[src/rtl/sample_frame_pkg.sv]
// sample_frame_pkg: shared FSM states and sizing helpers for the sample frame streamer.
package sample_frame_pkg;

    typedef enum logic [1:0] {IDLE, SYNC, DATA, CSUM} state_e;

    localparam logic [7:0] DEF_SYNC_BYTE = 8'hA5;

    function automatic int bytes_per_ch(input int data_w);
        return (data_w + 7) / 8;
    endfunction

endpackage

[src/rtl/frame_fifo_mem.sv]
// frame_fifo_mem: simple dual-port frame storage, synchronous write, asynchronous read.
module frame_fifo_mem #(
    parameter int WIDTH = 48,
    parameter int DEPTH = 8,
    localparam int AW = $clog2(DEPTH)
) (
    input  logic             clk,
    input  logic             we_i,
    input  logic [AW-1:0]    waddr_i,
    input  logic [WIDTH-1:0] wdata_i,
    input  logic [AW-1:0]    raddr_i,
    output logic [WIDTH-1:0] rdata_o
);

    logic [WIDTH-1:0] mem_q [DEPTH];

    always_ff @(posedge clk)
        if (we_i) mem_q[waddr_i] <= wdata_i;

    assign rdata_o = mem_q[raddr_i];

endmodule

[src/rtl/sample_frame_streamer.sv]
// sample_frame_streamer: buffers multi-channel sample frames and streams each one
// as a SYNC / data bytes / XOR-checksum packet over a valid/ready byte port.
module sample_frame_streamer
    import sample_frame_pkg::*;
#(
    parameter int         N_CH      = 2,
    parameter int         DATA_W    = 24,
    parameter int         DEPTH     = 8,
    parameter int         OVF_MODE  = 0,
    parameter logic [7:0] SYNC_BYTE = DEF_SYNC_BYTE
) (
    input  logic                      clk,
    input  logic                      reset,
    input  logic                      in_valid,
    input  logic [N_CH*DATA_W-1:0]    in_data,
    input  logic                      stream_en,
    input  logic                      flush,
    output logic [7:0]                out_data,
    output logic                      out_valid,
    input  logic                      out_ready,
    output logic                      frame_active,
    output logic [$clog2(DEPTH):0]    level,
    output logic                      empty,
    output logic                      full,
    output logic [15:0]               drop_count
);

    localparam int AW  = $clog2(DEPTH);
    localparam int BPC = bytes_per_ch(DATA_W);
    localparam int NB  = N_CH * BPC;
    localparam int SW  = NB * 8;
    localparam int CW  = $clog2(NB + 1);

    state_e             state_q;
    logic [AW:0]        wr_ptr_q, rd_ptr_q, wr_ptr_d, rd_ptr_d;
    logic [15:0]        drop_q, drop_d;
    logic [SW-1:0]      shift_q, frame_bytes;
    logic [CW-1:0]      cnt_q;
    logic [7:0]         csum_q, out_data_q;
    logic               out_valid_q;
    logic [N_CH*DATA_W-1:0] rd_data;
    logic               pop, blocked, we, ovw;

    assign level        = wr_ptr_q - rd_ptr_q;
    assign empty        = level == '0;
    assign full         = level == (AW+1)'(DEPTH);
    assign pop          = state_q == IDLE && stream_en && !empty;
    assign blocked      = in_valid && !flush && full && !pop;
    assign ovw          = blocked && OVF_MODE == 1;
    assign we           = (in_valid && !flush && (!full || pop)) || ovw;
    assign wr_ptr_d     = flush ? '0 : wr_ptr_q + (AW+1)'(we);
    assign rd_ptr_d     = flush ? '0 : rd_ptr_q + (AW+1)'(pop || ovw);
    assign drop_d       = drop_q + 16'(blocked && drop_q != 16'hFFFF);
    assign out_data     = out_data_q;
    assign out_valid    = out_valid_q;
    assign frame_active = state_q != IDLE;

    frame_fifo_mem #(.WIDTH(N_CH*DATA_W), .DEPTH(DEPTH)) u_mem (
        .clk     (clk),
        .we_i    (we),
        .waddr_i (wr_ptr_q[AW-1:0]),
        .wdata_i (in_data),
        .raddr_i (rd_ptr_q[AW-1:0]),
        .rdata_o (rd_data)
    );

    // Channel 0 lands in the top bytes so a left shift emits ch0 MSB first.
    always_comb begin
        frame_bytes = '0;
        for (int c = 0; c < N_CH; c++)
            frame_bytes[SW-1-c*BPC*8 -: BPC*8] = (BPC*8)'(rd_data[c*DATA_W +: DATA_W]);
    end

    always_ff @(posedge clk or posedge reset) begin
        if (reset) begin
            state_q     <= IDLE;
            wr_ptr_q    <= '0;
            rd_ptr_q    <= '0;
            drop_q      <= '0;
            shift_q     <= '0;
            cnt_q       <= '0;
            csum_q      <= '0;
            out_data_q  <= '0;
            out_valid_q <= 1'b0;
        end else begin
            wr_ptr_q <= wr_ptr_d;
            rd_ptr_q <= rd_ptr_d;
            drop_q   <= drop_d;
            case (state_q)
                IDLE: if (pop) begin
                    shift_q     <= frame_bytes;
                    csum_q      <= '0;
                    cnt_q       <= '0;
                    out_data_q  <= SYNC_BYTE;
                    out_valid_q <= 1'b1;
                    state_q     <= SYNC;
                end
                SYNC: if (out_ready) begin
                    out_data_q <= shift_q[SW-1 -: 8];
                    shift_q    <= shift_q << 8;
                    state_q    <= DATA;
                end
                DATA: if (out_ready) begin
                    csum_q <= csum_q ^ out_data_q;
                    cnt_q  <= cnt_q + 1'b1;
                    if (cnt_q == CW'(NB - 1)) begin
                        out_data_q <= csum_q ^ out_data_q;
                        state_q    <= CSUM;
                    end else begin
                        out_data_q <= shift_q[SW-1 -: 8];
                        shift_q    <= shift_q << 8;
                    end
                end
                CSUM: if (out_ready) begin
                    out_data_q  <= '0;
                    out_valid_q <= 1'b0;
                    state_q     <= IDLE;
                end
            endcase
        end
    end

    assign drop_count = drop_q;

endmodule

[config.mk]
export PLATFORM = sky130hd
export DESIGN_NAME = sample_frame_streamer
export DESIGN_NICKNAME = d
export VERILOG_FILES = /design/src/rtl/sample_frame_pkg.sv /design/src/rtl/frame_fifo_mem.sv /design/src/rtl/sample_frame_streamer.sv
export SDC_FILE = /design/constraint.sdc
export NUM_CORES = 1
export LEC_CHECK = 0
export CORE_MARGIN = 2
export CORE_UTILIZATION = 55
export CTS_CLUSTER_SIZE = 16
export DETAILED_ROUTE_END_ITERATION = 10
export GPL_TIMING_DRIVEN = 0
export PLACE_DENSITY_LB_ADDON = 0.12
export SLEW_MARGIN = 15
export SYNTH_ARGS = -nofsm -noshare
export SYNTH_HDL_FRONTEND = slang
export SYNTH_SLANG_ARGS = --single-unit
[constraint.sdc]
create_clock -name clk -period 8.1 [get_ports clk]
set_input_delay 0.81 -clock clk [delete_from_list [all_inputs] [get_ports clk]]
set_output_delay 0.81 -clock clk [all_outputs]
set_load 0.02 [all_outputs]
==> metrics, run 1 <==
Die X 191 um; syn nets approximately 1,100; most frequent cell after synthesis edfxtp_1; first-pass GRT wire length a little over 60 mm; Ys Warns 0; Netlist cell types 51; Critical Path Max Stage Delay approximately 0.7 ns; H-tree Lvls 2; Placed Cells incl. Taps roughly 1,600; total die area ~0.037 mm2; vias in the first global route approximately 10,000; initial antenna violation count 0; DRC viols 0; Worst setup endpoint full; hold buffers post-CTS 0; total CTS buffers 49; Core Footprint about 0.035 mm2; initial DRC count 859; CP Max Fanout 10; largest net degree at the start of global routing 53; Clock Sinks roughly 480; Worst-Skew Late Latency 0.56 ns; setup slack after layout ~2.5 ns; multi-input logic area between 0.005 and 0.006 mm2; Layout Nets between 1,000 and 1,500; Root Driver clkbuf_16; via count 10,100; Final Util 65.9%; Worst Tran Pin Value 0.984 ns; R2R Setup Slk about 3.0 ns; share of cells above drive strength 1 22.7%; Routed WL per cell about 24 um; Final Wtd Congestion 0.811; Layout Cell Area excl Fill roughly 0.023 mm2; clock transition at the registers of the reported paths roughly 0.060 ns; synthesized area between 0.015 and 0.02 mm2; Sequential Area 0.0139 mm2; antenna cells 0; Syn-to-layout area delta 17.8%; placed instance area between 0.02 and 0.025 mm2; worst r2r dst u_mem.mem_q[1][38]; Final ANT Viol Nets 0; endpoints failing hold 0; Synth Flop Type edfxtp_1; Post-synth EDFFs about 380; max cap viols 0; Tot Pwr 6.94 mW; Post-Synthesis Cells 1,065; post-CTS setup buffer count 0; share of the synthesized area in the top cell type slightly below 60%; dpl ws roughly 3.0 ns; status finished clean; fraction of registers with async set/reset between 10% and 20%; drt pass-1 iters 5; final setup violation count 0; Synth area leader edfxtp_1; M3 GR Usage 3.38%; R2R depth 14; worst relative slew slack ~34%; Max Fclk 0.180 GHz; Buffers & Inverters on Critical Path 5; CP startpoint kind flip-flop; GRT busiest layer met2; slowest library cell on the worst path clkdlybuf4s50_1; HP Class reg2reg; sequential area share after synthesis between 70% and 80%; CTS tree built; FP Rows a little under 70; IO Port Bufs 83; vias per inst between 5 and 6; # IOs 86; CP top delay family buffers and inverters; Crit Path Category reg2out; Peak supply drop between 0.15 and 0.2 mV; fin. max-slew vios 0; RSZ-0062 raised after global routing false; met2 usage 36.4%; met1 Use GR between 30% and 40%; crit end category primary output; WHS 0.506 ns; GRT Resource Usage Total a little under a quarter; initial core utilization between 50% and 60%; total gr overflow 0; Fin Clk Skew 0.0198 ns; hpwl dp between 20 and 30 mm; fin cells around 1,700; post-cts resize count 0; fin crit share about two thirds; Worst R2R Start rd_ptr_q[1]; WP data arrival 4.74 ns; Longest Clk Path Bufs 3; final WL 40.8 mm; Crit. path cell count 9; Power Dens Cells around 300 mW/mm2; worst-path cell chain clkbuf_1 -> buf_2 -> buf_1 -> inv_1 -> fa_1 -> xor2_1 -> or3_4 -> a21oi_1 -> clkdlybuf4s50_1; synthesized area per cell roughly 18 um2; Setup TNS Final 0 ns; largest cells by area after synthesis edfxtp_1 (60%), dfrtp_1 (12%), mux4_2 (11%); worst endpoint required time approximately 7.3 ns; crit path from rd_ptr_q[1]; min cycle time layout approximately 5.6 ns; Synth top cells by count edfxtp_1 (384), mux4_2 (96), dfrtp_1 (94); Yosys reg bits between 400 and 500; Die H around 190 um; Leak 8.09 nW; Filler cells between 2,000 and 2,500
-- final cells by class --
type / count / area share [%]
sequential: 478 / 61.0
multi-input combinational: 500 / 22.5
clock buffer: 65 / 6.00
timing repair buffer: 118 / 5.42
tap: 455 / 2.50
buffer: 57 / 1.11
clock inverter: 23 / 0.979
inverter: 30 / 0.517
-- power breakdown --
group          internal [mW]  switching [mW]  leakage, nW
Combinational          0.807           0.920         2.62
Clock                   1.31           0.901        0.788
Sequential              2.87           0.126         4.68
Total                   4.99            1.95         8.09
-- worst min path at each step --
stage                      from          end  slack [ns]  cells after the start
detailed placement  shift_q[13]  shift_q[13]        0.49                      1
CTS                 shift_q[30]  shift_q[30]        0.51                      1
finish              shift_q[28]  shift_q[28]        0.51                      1
global route        shift_q[30]  shift_q[30]        0.51                      1
floorplan           shift_q[41]  shift_q[41]        0.48                      1
global placement    shift_q[30]  shift_q[30]        0.49                      1
-- worst register-to-register path, cell delays in order (launching register included) --
cell,delay [ns]
dfrtp_1,0.35
clkbuf_1,0.45
buf_2,0.44
buf_1,0.68
inv_1,0.21
fa_1,0.47
xor2_1,0.20
or3_4,0.18
a21oi_1,0.10
a211o_1,0.40
nor3_2,0.47
buf_4,0.26
buf_4,0.22
buf_6,0.21
buf_4,0.20
-- registers in the layout, summed over array words and instances (netlist names) --
name,cells
cnt_q,3
csum_q,8
drop_count,16
out_data,8
out_valid,1
rd_ptr_q,4
shift_q,48
state_q,2
u_mem.mem_q,384
wr_ptr_q,4
-- metal layers --
layer  wire, um  share of wire, %
met5          0                 0
met4        685               1.7
met3       2360               5.8
met2      19600                48
met1      18200                45
-- logic make-up (layout without fill, tap and decap cells) --
kind of cell / count (synthesis) / in the layout / synth area share, %
buffers and inverters: 87 / 293 / 1.88
flip-flops: 478 / 478 / 71.8
AND/OR/NAND/NOR: 149 / 149 / 3.56
adder cells (fa/ha/maj): 18 / 18 / 1.20
multiplexers: 187 / 187 / 16.6
AO/OA/AOI/OAI: 125 / 125 / 3.94
XOR/XNOR: 21 / 21 / 0.952
-- cells in the final DEF (no fill, tap or decap), drive strengths merged, types with 32 or more instances in the layout --
master         instances
inv                   32
mux4                  96
dfrtp                 94
edfxtp               384
clkbuf                96
nand2                 77
mux2                  49
buf                   61
o21ai                 50
mux2i                 42
clkdlybuf4s50         83
No activity file was read; power rests on OpenSTA's default activity.
==> inputs of run 2 (changes only) <==
==> constraint.sdc (replaced) <==
create_clock -name clk -period 5.5 [get_ports clk]
set_input_delay 0.55 -clock clk [delete_from_list [all_inputs] [get_ports clk]]
set_output_delay 0.55 -clock clk [all_outputs]
set_load 0.02 [all_outputs]
==> run 2 against run 1 <==
Effect of this change: clock power increased by 40%; power increased by 45%; critical path depth unchanged; count of clock-buffer cells in the layout increased by 8; sequential power increased by 47%; largest cell class unchanged.
==> metrics, run 2 (same netlist as run 1, synthesis figures left out) <==
Clock Sinks 478; # IOs between 80 and 90; multi-input logic area ~0.005 mm2; number of flip-flops in the largest register approximately 380; Root Driver clkbuf_16; Worst setup endpoint full; Net Switching 2.86 mW; Max Fclk around 0.19 GHz; Power Dens Cells roughly 440 mW/mm2; Die X 191 um; setup slack after layout between 0.3 and 0.4 ns; Longest Clk Path Bufs 3; fin. max-slew vios 0; sequential share of power between 40% and 50%; worst relative slew slack between 30% and 40%; CTS tree built; DRC viols 0; largest net degree at the start of global routing 76; CP startpoint kind flip-flop; placed instance area 0.0212 mm2; hpwl dp around 26 mm; worst endpoint required time between 4 and 5 ns; post-CTS setup buffer count 0; crit end category primary output; fin cells roughly 1,700; Worst Tran Pin Value 0.988 ns; WP data arrival between 4 and 5 ns; Setup TNS Final 0 ns; internal power 7.21 mW; via count around 10,000; post-cts resize count 0; initial antenna violation count 1; initial DRC count 653; Final ANT Viol Nets 0; Layout Nets roughly 1,300; FP Rows just under 70; total die area roughly 0.037 mm2; Comb pwr share about a quarter; Peak supply drop approximately 0.30 mV; first-pass GRT wire length 62.4 mm; Sequential Area roughly 0.014 mm2; crit path from rd_ptr_q[1]; worst r2r dst u_mem.mem_q[2][8]; clock power share a little under a third; most common cell after layout, fill and taps aside edfxtp_1; dpl ws ~0.55 ns; WHS between 0.3 and 0.4 ns; Die H around 190 um; Net Sw Frac 28.4%; total gr overflow 0; Largest Register u_mem.mem_q; Final Util 65.7%; Placed Cells incl. Taps ~1,600; clock transition at the registers of the reported paths about 0.060 ns; hold buffers post-CTS 0; R2R Setup Slk 0.64 ns; drt pass-1 iters 5; total CTS buffers 48; H-tree Lvls 2; Worst R2R Start rd_ptr_q[1]; RSZ-0062 raised after global routing false; Worst-Skew Late Latency around 0.55 ns; Syn-to-layout area delta 17.5%; R2R depth 11; share of cells above drive strength 1 21.3%; endpoints failing hold 0; most frequent cells in the layout edfxtp_1 (384), mux4_2 (96), dfrtp_1 (94); HP Class in2async; min cycle time layout 5.15 ns; fin crit share roughly 94%; final setup violation count 0; GRT Resource Usage Total 23.0%; CP Max Fanout 10; final WL 40.7 mm; Fin Clk Skew roughly 0.0092 ns; Tot Pwr slightly above 10 mW; IO Port Bufs 83; vias in the first global route around 10,000; Leak about 8 nW; Core Footprint around 0.035 mm2; Layout Cell Area excl Fill 0.0227 mm2; max cap viols 0; vias per inst about 6; Final Wtd Congestion 0.827; Routed WL per cell between 20 and 25 um; initial core utilization between 50% and 60%; Crit Path Category reg2out; Filler cells 2,394; status finished clean
## run 2: cell types whose count changed in the layout (fill, tap and decap cells not counted), sizes merged
cell    before  now
diode        0    2
clkinv      16   13
buf         61   49
inv         32   31
bufinv       4    1
clkbuf      96  104
## run 2: how the worst min path moves through the flow
stage                               from        endpoint  cells past startpoint
after global placement    drop_count[15]  drop_count[15]                      1
after detailed placement      shift_q[5]      shift_q[5]                      1
after global routing               reset     wr_ptr_q[1]                      2
after CTS                          reset     wr_ptr_q[1]                      2
after floorplan              shift_q[41]     shift_q[41]                      1
final                              reset     wr_ptr_q[1]                      2
## run 2: power groups by stage
stage / Sequential, mW / Clock, mW / Combinational (mW)
2_1_floorplan: 4.46 / 0 / 1.82
6_report: 4.42 / 3.10 / 2.55
3_5_place_dp: 4.48 / 0 / 2.56
5_1_grt: 4.45 / 3.30 / 2.78
4_1_cts: 4.41 / 3.16 / 2.57
3_3_place_gp: 4.48 / 0 / 2.48
## run 2: routing by layer
| metal | global-route usage (%) | part of all wire, % |
|---|---|---|
| met5 | 0 | 0 |
| met4 | 5.59 | 1.6 |
| met3 | 3.03 | 4.9 |
| met2 | 36.2 | 48 |
| met1 | 34.6 | 45 |
## run 2: layout make-up
class	instances	area share, %
antenna	2	0.0220
sequential	478	61.2
inverter	30	0.518
buffer	57	1.11
timing repair buffer	106	5.42
multi-input combinational	500	22.6
clock inverter	16	0.518
clock buffer	73	6.11
tap	455	2.51
## run 2: critical path, stage by stage, from the launching register on
cell	delay (ns)
dfrtp_1	0.35
clkbuf_1	0.42
buf_2	0.44
buf_1	0.61
inv_1	0.19
fa_1	0.47
xor2_1	0.19
or3_4	0.37
a21oi_1	0.32
clkdlybuf4s50_1	0.68
